**config.mk**
```make
export PLATFORM = sky130hd
export DESIGN_NAME = jailbreak_hiscore_engine
export DESIGN_NICKNAME = d
export VERILOG_FILES = /design/src/rtl/jailbreak_hs_pkg.sv /design/src/rtl/hs_region_table.sv /design/src/rtl/jailbreak_hiscore_engine.sv
export SDC_FILE = /design/constraint.sdc
export NUM_CORES = 1
export LEC_CHECK = 0
export CORE_ASPECT_RATIO = 1.25
export CORE_MARGIN = 10
export CORE_UTILIZATION = 54
export DETAILED_ROUTE_END_ITERATION = 6
export GPL_ROUTABILITY_DRIVEN = 1
export PLACE_DENSITY = 0.77
export SLEW_MARGIN = 20
export SYNTH_ARGS = -nofsm -noshare
export SYNTH_HDL_FRONTEND = slang
export SYNTH_SLANG_ARGS = --single-unit
```
**constraint.sdc**
```tcl
create_clock -name clk48M -period 5.83 [get_ports clk48M]
set_clock_uncertainty 0.2 [all_clocks]
set_input_delay 0.8745 -clock clk48M [delete_from_list [all_inputs] [get_ports clk48M]]
set_output_delay 0.8745 -clock clk48M [all_outputs]
set_load 0.01 [all_outputs]
```
**src/rtl/jailbreak_hs_pkg.sv**
```systemverilog
// -----------------------------------------------------------------------------
// jailbreak_hs_pkg
// Shared types for the JailBreak high-score engine: FSM state encoding,
// region table entry layout and transfer direction codes.
// Build option: define HS_CHECKSUM_EN to append an 8-bit sum byte after the
// last region on save and to verify it on restore.
// -----------------------------------------------------------------------------
package jailbreak_hs_pkg;

   typedef enum logic [3:0] {
      IDLE,
      ACQ,
      SEEK,
      RADDR,
      RWAIT,
      TXOUT,
      RXIN,
      WSTB,
      NEXT,
      CSUM,
      REL
   } state_e;

   typedef struct packed {
      logic [15:0] start;
      logic [7:0]  len;
   } region_t;

   localparam logic DIR_SAVE = 1'b0;
   localparam logic DIR_REST = 1'b1;

`ifdef HS_CHECKSUM_EN
   localparam bit CSUM_EN = 1'b1;
`else
   localparam bit CSUM_EN = 1'b0;
`endif

endpackage

```
**src/rtl/hs_region_table.sv**
```systemverilog
// -----------------------------------------------------------------------------
// hs_region_table
// NREG-entry register file of work-RAM regions {start, len}. One synchronous
// write port, one combinational read port.
// Ports:
//   clk48M, reset_n   clock, asynchronous active-low reset
//   we_i              write enable
//   wr_idx_i          write index
//   wr_data_i         entry to write
//   rd_idx_i          read index
//   rd_data_o         entry at rd_idx_i
// -----------------------------------------------------------------------------
module hs_region_table
   import jailbreak_hs_pkg::*;
#(
   parameter int NREG  = 8,
   parameter int IDX_W = $clog2(NREG)
) (
   input  logic             clk48M,
   input  logic             reset_n,
   input  logic             we_i,
   input  logic [IDX_W-1:0] wr_idx_i,
   input  region_t          wr_data_i,
   input  logic [IDX_W-1:0] rd_idx_i,
   output region_t          rd_data_o
);

   region_t regs_q [NREG];

   // NOTE: this table is reset on purpose: a cleared entry (len 0) means
   // "disabled", so stale contents after reset would trigger spurious transfers.
   // NOTE: sequential state uses non-blocking assignments only, so every flop
   // samples pre-edge values regardless of process ordering.
   always_ff @(posedge clk48M or negedge reset_n) begin
      if (!reset_n) begin
         for (int i = 0; i < NREG; i++) begin
            regs_q[i] <= '0;
         end
      end else if (we_i) begin
         regs_q[wr_idx_i] <= wr_data_i;
      end
   end

   assign rd_data_o = regs_q[rd_idx_i];

endmodule

```
**src/rtl/jailbreak_hiscore_engine.sv**
```systemverilog
// -----------------------------------------------------------------------------
// jailbreak_hiscore_engine
// Initiator on the core's high-score RAM port. On start_save it walks every
// enabled region, reads each byte from the core and streams it to the host;
// on start_rest it takes host bytes and writes them back into the core.
// Build option: HS_CHECKSUM_EN adds a trailing 8-bit sum byte (sent on save,
// verified on restore with a sticky err); undefined, err is tied low.
// Ports:
//   clk48M, reset_n            clock, asynchronous active-low reset
//   cfg_we/idx/start/len       region table write (ignored while busy)
//   start_save, start_rest     1-clock start pulses (save wins on a tie)
//   busy, done, err            status
//   tx_data/valid/ready        save byte stream to host
//   rx_data/valid/ready        restore byte stream from host
//   hs_address/wdata/rdata     core high-score RAM port
//   hs_write, hs_access        write strobe, port ownership
// -----------------------------------------------------------------------------
module jailbreak_hiscore_engine
   import jailbreak_hs_pkg::*;
#(
   parameter int NREG   = 8,
   parameter int RD_LAT = 2,
   parameter int SETUP  = 4
) (
   input  logic        clk48M,
   input  logic        reset_n,
   input  logic        cfg_we,
   input  logic [2:0]  cfg_idx,
   input  logic [15:0] cfg_start,
   input  logic [7:0]  cfg_len,
   input  logic        start_save,
   input  logic        start_rest,
   output logic        busy,
   output logic        done,
   output logic        err,
   output logic [7:0]  tx_data,
   output logic        tx_valid,
   input  logic        tx_ready,
   input  logic [7:0]  rx_data,
   input  logic        rx_valid,
   output logic        rx_ready,
   output logic [15:0] hs_address,
   output logic [7:0]  hs_wdata,
   input  logic [7:0]  hs_rdata,
   output logic        hs_write,
   output logic        hs_access
);

   localparam int IDX_W = $clog2(NREG);

   state_e         state_q, state_d;
   logic           dir_q, dir_d;
   logic [IDX_W:0] idx_q, idx_d;   // one extra bit so it can reach NREG
   logic [7:0]     ofs_q, ofs_d;
   logic [7:0]     cnt_q, cnt_d;
   logic [7:0]     data_q, data_d;
   logic [7:0]     sum_q, sum_d;
   logic           err_q, err_d;
   logic           done_q, done_d;

   region_t        region;
   region_t        cfg_entry;
   logic [15:0]    addr;
   logic           last_byte;
   logic           per_byte;

   assign cfg_entry = region_t'{start: cfg_start, len: cfg_len};

   hs_region_table #(
      .NREG  (NREG),
      .IDX_W (IDX_W)
   ) u_table (
      .clk48M    (clk48M),
      .reset_n   (reset_n),
      .we_i      (cfg_we && (state_q == IDLE)),
      .wr_idx_i  (cfg_idx[IDX_W-1:0]),
      .wr_data_i (cfg_entry),
      .rd_idx_i  (idx_q[IDX_W-1:0]),
      .rd_data_o (region)
   );

   // 16-bit add: regions crossing 0xFFFF wrap to 0x0000 by design.
   assign addr      = region.start + {8'h00, ofs_q};
   assign last_byte = (ofs_q == region.len - 8'd1);

   always_ff @(posedge clk48M or negedge reset_n) begin
      if (!reset_n) begin
         state_q <= IDLE;
         dir_q   <= DIR_SAVE;
         idx_q   <= '0;
         ofs_q   <= '0;
         cnt_q   <= '0;
         data_q  <= '0;
         sum_q   <= '0;
         err_q   <= 1'b0;
         done_q  <= 1'b0;
      end else begin
         state_q <= state_d;
         dir_q   <= dir_d;
         idx_q   <= idx_d;
         ofs_q   <= ofs_d;
         cnt_q   <= cnt_d;
         data_q  <= data_d;
         sum_q   <= sum_d;
         err_q   <= err_d;
         done_q  <= done_d;
      end
   end

   // NOTE: every variable gets a default before the case so no path leaves
   // one unassigned, which would otherwise infer a latch.
   always_comb begin
      state_d = state_q;
      dir_d   = dir_q;
      idx_d   = idx_q;
      ofs_d   = ofs_q;
      cnt_d   = cnt_q;
      data_d  = data_q;
      sum_d   = sum_q;
      err_d   = err_q;
      done_d  = 1'b0;

      case (state_q)
         IDLE: begin
            if (start_save || start_rest) begin
               dir_d   = start_save ? DIR_SAVE : DIR_REST;
               idx_d   = '0;
               ofs_d   = '0;
               cnt_d   = '0;
               sum_d   = '0;
               err_d   = 1'b0;
               state_d = ACQ;
            end
         end
         ACQ: begin
            if (cnt_q == 8'(SETUP - 1)) begin
               cnt_d   = '0;
               state_d = SEEK;
            end else begin
               cnt_d = cnt_q + 8'd1;
            end
         end
         SEEK: begin
            if (idx_q == (IDX_W + 1)'(NREG)) begin
               cnt_d   = '0;
               state_d = CSUM_EN ? CSUM : REL;
            end else if (region.len == 8'd0) begin
               idx_d = idx_q + 1'b1;
            end else begin
               ofs_d   = '0;
               state_d = (dir_q == DIR_SAVE) ? RADDR : RXIN;
            end
         end
         RADDR: begin
            cnt_d   = '0;
            state_d = RWAIT;
         end
         RWAIT: begin
            // Address has been stable since RADDR; data is valid RD_LAT clocks later.
            if (cnt_q == 8'(RD_LAT - 1)) begin
               data_d  = hs_rdata;
               sum_d   = sum_q + hs_rdata;
               state_d = TXOUT;
            end else begin
               cnt_d = cnt_q + 8'd1;
            end
         end
         TXOUT: begin
            if (tx_ready) begin
               if (last_byte) begin
                  state_d = NEXT;
               end else begin
                  ofs_d   = ofs_q + 8'd1;
                  state_d = RADDR;
               end
            end
         end
         RXIN: begin
            if (rx_valid) begin
               data_d  = rx_data;
               sum_d   = sum_q + rx_data;
               state_d = WSTB;
            end
         end
         WSTB: begin
            if (last_byte) begin
               state_d = NEXT;
            end else begin
               ofs_d   = ofs_q + 8'd1;
               state_d = RXIN;
            end
         end
         NEXT: begin
            idx_d   = idx_q + 1'b1;
            ofs_d   = '0;
            state_d = SEEK;
         end
         CSUM: begin
            cnt_d = '0;
            if (dir_q == DIR_SAVE) begin
               if (tx_ready) state_d = REL;
            end else if (rx_valid) begin
               // Data already written stays written; only the flag records it.
               err_d   = (rx_data != sum_q);
               state_d = REL;
            end
         end
         REL: begin
            if (cnt_q == 8'(SETUP - 1)) begin
               cnt_d   = '0;
               done_d  = 1'b1;
               state_d = IDLE;
            end else begin
               cnt_d = cnt_q + 8'd1;
            end
         end
         default: state_d = IDLE;
      endcase
   end

   // Address is held through the whole byte so a host stall never moves it.
   assign per_byte = (state_q == RADDR) || (state_q == RWAIT) || (state_q == TXOUT) ||
                     (state_q == RXIN)  || (state_q == WSTB);

   // Port ownership decodes straight from the async-reset state register, so
   // hs_access and hs_write fall the moment reset_n is asserted.
   assign busy       = (state_q != IDLE);
   assign hs_access  = (state_q != IDLE);
   assign hs_write   = (state_q == WSTB);
   assign hs_address = per_byte ? addr : 16'h0000;
   assign hs_wdata   = data_q;
   assign done       = done_q;
   assign err        = err_q & CSUM_EN;
   assign tx_valid   = (state_q == TXOUT) || ((state_q == CSUM) && (dir_q == DIR_SAVE));
   assign tx_data    = (state_q == CSUM) ? sum_q : data_q;
   assign rx_ready   = (state_q == RXIN)  || ((state_q == CSUM) && (dir_q == DIR_REST));

endmodule

```
==> metrics.md, run 1 <==
| Metric | Value |
|---|---|
| Outcome | `finished clean` |
| Max Cap Violations | `0` |
| Hold Vio Cnt, Final | `0` |
| Gr ovfl total | `0` |
| FMAX | `180 MHz` |
| Vias in the first global route | `8482` |
| Switching pwr | `2.61 mW` |
| Area grow syn2layout | `16.4%` |
| Drt drc | `0` |
| Final setup margin | `0.282 ns` |
| Area of the die | `28900 µm²` |
| Post-synthesis sequential area ratio | `48.3%` |
| Count of cell types in the netlist | `71` |
| Synthesized instance count | `943` |
| Critical Path Slowest Stage Cell | `clkdlybuf4s50_1` |
| Flops & latches, synth | `234` |
| Setup tns final | `0 ns` |
| Fin cells | `1327` |
| Post-Place Setup Slack | `0.621 ns` |
| Remaining antenna violation count | `0` |
| # H-tree levels | `1` |
| Share of cells above drive strength 1 | `32.3%` |
| VDD IR max | `0.275 mV` |
| Least-Margin Pin Slew | `0.877 ns` |
| Fin nets | `1099` |
| Port Buf Inserts | `87` |
| Rows | `61` |
| DP Wirelength | `18300 µm` |
| Crit path time final | `5.55 ns` |
| Synth Warn # | `0` |
| Initial antenna violation count | `0` |
| DR vias/cell | `6.07` |
| Gate power share | `43.0%` |
| Final Instance Area | `14100 µm²` |
| Total Power | `7.66 mW` |
| Die W | `154 µm` |
| CP startpoint kind | `flop` |
| Placed cell area | `13300 µm²` |
| Relative slew slack | `41.3%` |
| Inserted Diodes | `0` |
| WL/cell | `21.0 µm` |
| Static Leak | `6.29 nW` |
| PD cells | `543 nW/µm²` |
| CP Cell Sequence | `mux4_2, mux2_2, ha_1, fa_1, a21o_1, a21oi_1, o21bai_1, a21oi_1, o21bai_1, a21oi_2, nor3_1, xor2_1, nor2_1, clkdlybuf4s50_1` |
| Post-placement cell count | `1281` |
| Switching Fraction | `34.1%` |
| Initial core utilization | `54.6%` |
| # fillers | `1686` |
| Synthesized Nets | `1016` |
| Reg area | `5860 µm²` |
| Area occupied by multi-input gates | `5980 µm²` |
| DRT Pass-1 Iters | `6` |
| Setup violators final | `0` |
| Root buf cell | `clkbuf_16` |
| Period utilisation layout | `95.2%` |
| Ys flop type | `dfrtp_1` |
| CTS sink count | `234` |
| TritonCTS Buffers | `24` |
| Fraction of registers with async set/reset | `100%` |
| Total Wirelength | `27800 µm` |
| Worst setup EP type | `primary output` |
| Via count | `8054` |
| Routability cong. | `0.900` |
| Worst Path Required | `4.76 ns` |
| P_int | `5.05 mW` |
| Crit-path leading delay family | `compound AO/OA/AOI/OAI gates` |
| Clock slew at reported path FFs | `0.06 ns` |
| Sequential Power Share | `36.3%` |
| Pin count of the biggest net entering global routing | `100` |
| Avg Inst Size Synth | `12.8 µm²` |
| Die Y-Extent | `187 µm` |
| CTS tree | `yes` |
| Worst setup path class | `reg -> out` |
| Max stage delay on crit path | `0.57 ns` |
| Hold Crit Class | `in -> async` |
| Wire length of the first global-routing pass | `45300 µm` |
| Number of synthesized flops with an enable pin | `0` |
| Core ar. | `22200 µm²` |
| Crit-path max FO | `9` |
| I/O pins | `89` |
| Final Max Tran Viols | `0` |
| GRT Util Overall | `18.9%` |
| Clk buf depth | `3` |
| Latest clock arrival within the worst-skew pair | `0.53 ns` |
| Initial DRC count | `411` |
| Mapped cell area | `12100 µm²` |
| Worst path bufs/invs | `1` |
| CP arrival | `4.47 ns` |
| Clock power share | `20.7%` |
## metal layers
| layer | GRT usage (%) | share of wire [%] | vias to the layer above |
|---|---|---|---|
| met1 | 24.7 | 44 | 4140 |
| li1 | - | - | 3659 |
| met5 | 0 | 0 | - |
| met3 | 3.06 | 4.8 | 41 |
| met2 | 31.6 | 50 | 214 |
| met4 | 5.39 | 1.9 | 0 |
## through the flow
stage	hold slack [ns]	utilization, %
2_1_floorplan	0.268	-
3_3_place_gp	0.281	59.7
3_5_place_dp	0.289	59.7
4_1_cts	0.213	63.4
5_1_grt	0.226	63.5
6_report	0.156	63.5
## cell usage in the layout, fill, tap and decap left out, types with 6 or more instances in the layout
cell and n:
a21oi_1 26, and3_1 13, buf_4 17, clkbuf_16 24
clkbuf_8 7, clkdlybuf4s50_1 86, dfrtp_1 231, ha_1 21
inv_1 17, mux2_2 219, mux2i_1 27, mux4_2 44
nand2_1 62, nand3_1 12, nand3b_1 6, nor2_1 37
nor2b_1 8, nor3_1 11, o21ai_0 20, o21ai_1 9
o21bai_1 7, xnor2_1 23
## final cells by class
| cell class | instances | area share [%] |
|---|---|---|
| clock buffer | 34 | 5.02 |
| clock inverter | 10 | 0.834 |
| inverter | 19 | 0.505 |
| multi-input combinational | 642 | 42.4 |
| sequential | 234 | 41.5 |
| tap | 283 | 2.51 |
| timing repair buffer | 105 | 7.19 |
## cells by family (layout without fill, tap and decap cells)
family / Yosys count / after routing / share of synthesized area, %
buf+inv: 67 / 168 / 2.33
xor+xnor: 28 / 28 / 2.02
fa+ha+maj: 23 / 23 / 2.50
other cells: 1 / 1 / 0.0309
mux: 293 / 293 / 31.2
simple gates: 186 / 186 / 7.58
compound gates: 111 / 111 / 6.03
flops: 234 / 234 / 48.3
## path summary, 6_finish.rpt
check	startpoint	endpoint	slack (ns)	depth (start not counted)
max	idx_q[0]$_DFFE_PN0P_	hs_address[10]	0.28	14
min	reset_n	u_table.regs_q[96]$_DFFE_PN0P_	0.16	1
max reg2reg	idx_q[1]$_DFFE_PN0P_	ofs_q[6]$_DFFE_PN0P_	1.38	12
min reg2reg	u_table.regs_q[53]$_DFFE_PN0P_	u_table.regs_q[53]$_DFFE_PN0P_	0.30	1
max in group asynchronous	reset_n	idx_q[1]$_DFFE_PN0P_	3.86	2
min in group clk48M	u_table.regs_q[53]$_DFFE_PN0P_	u_table.regs_q[53]$_DFFE_PN0P_	0.30	1
## cell usage after synthesis, types with 2 or more instances
master | instances | share of area [%]
or3_1 | 5 | 0.26
o21a_1 | 4 | 0.25
o21ai_0 | 21 | 0.87
or2_2 | 2 | 0.10
or2_1 | 3 | 0.15
xnor2_1 | 23 | 1.7
nor2_1 | 37 | 1.1
o31ai_1 | 4 | 0.25
a22oi_1 | 3 | 0.19
inv_1 | 17 | 0.53
o21ai_1 | 8 | 0.33
mux2_2 | 219 | 20
o22ai_1 | 3 | 0.15
and3_1 | 14 | 0.72
buf_1 | 5 | 0.15
nand4_1 | 4 | 0.21
and4_1 | 2 | 0.14
nor3_1 | 11 | 0.45
nand2_1 | 62 | 1.9
fa_1 | 2 | 0.33
nand2b_1 | 5 | 0.26
nand3_1 | 12 | 0.50
a211o_1 | 2 | 0.14
o21bai_1 | 7 | 0.43
nand3b_1 | 6 | 0.37
mux2i_1 | 27 | 2.2
a22o_1 | 3 | 0.22
clkbuf_1 | 32 | 0.99
mux4_2 | 44 | 8.2
o211ai_1 | 5 | 0.31
dfrtp_1 | 234 | 48
buf_2 | 7 | 0.29
a21oi_1 | 27 | 1.1
a21o_1 | 5 | 0.31
ha_1 | 21 | 2.2
and2_1 | 4 | 0.21
a31oi_1 | 2 | 0.10
buf_6 | 2 | 0.19
buf_4 | 2 | 0.12
nor2b_1 | 8 | 0.41
mux2i_2 | 2 | 0.23
xor2_1 | 5 | 0.36
nor4_1 | 4 | 0.21
## power groups by stage
stage	Sequential (mW)	Clock [mW]	Combinational, mW
after floorplan	2.62	0	2.43
after global placement	2.75	0	3.15
after detailed placement	2.79	0	3.24
after CTS	2.77	1.60	3.28
after global routing	2.86	1.67	3.60
final	2.78	1.58	3.30
## what timing repair did
| action | 4_1_cts | 5_1_grt |
|---|---|---|
| resized for setup | 0 | 3 |
| endpoints found under the setup margin | 0 | 7 |
| buffers inserted | 0 | 2 |
| hold buffers | 0 | 0 |
## flip-flops by register name, indices dropped and copies added, names as in the netlist
register / flops
done: 1
ofs_q: 8
sum_q: 8
hs_wdata: 8
cnt_q: 8
idx_q: 4
u_table.regs_q: 192
dir_q: 1
state_q: 4
(Power assumes the default switching activity.)
==> inputs of run 2 (changes only) <==
- CTS_CLUSTER_DIAMETER: default -> 80
==> results of run 2 <==
The final DEF is identical to that of run 1; final timing and power are the same.
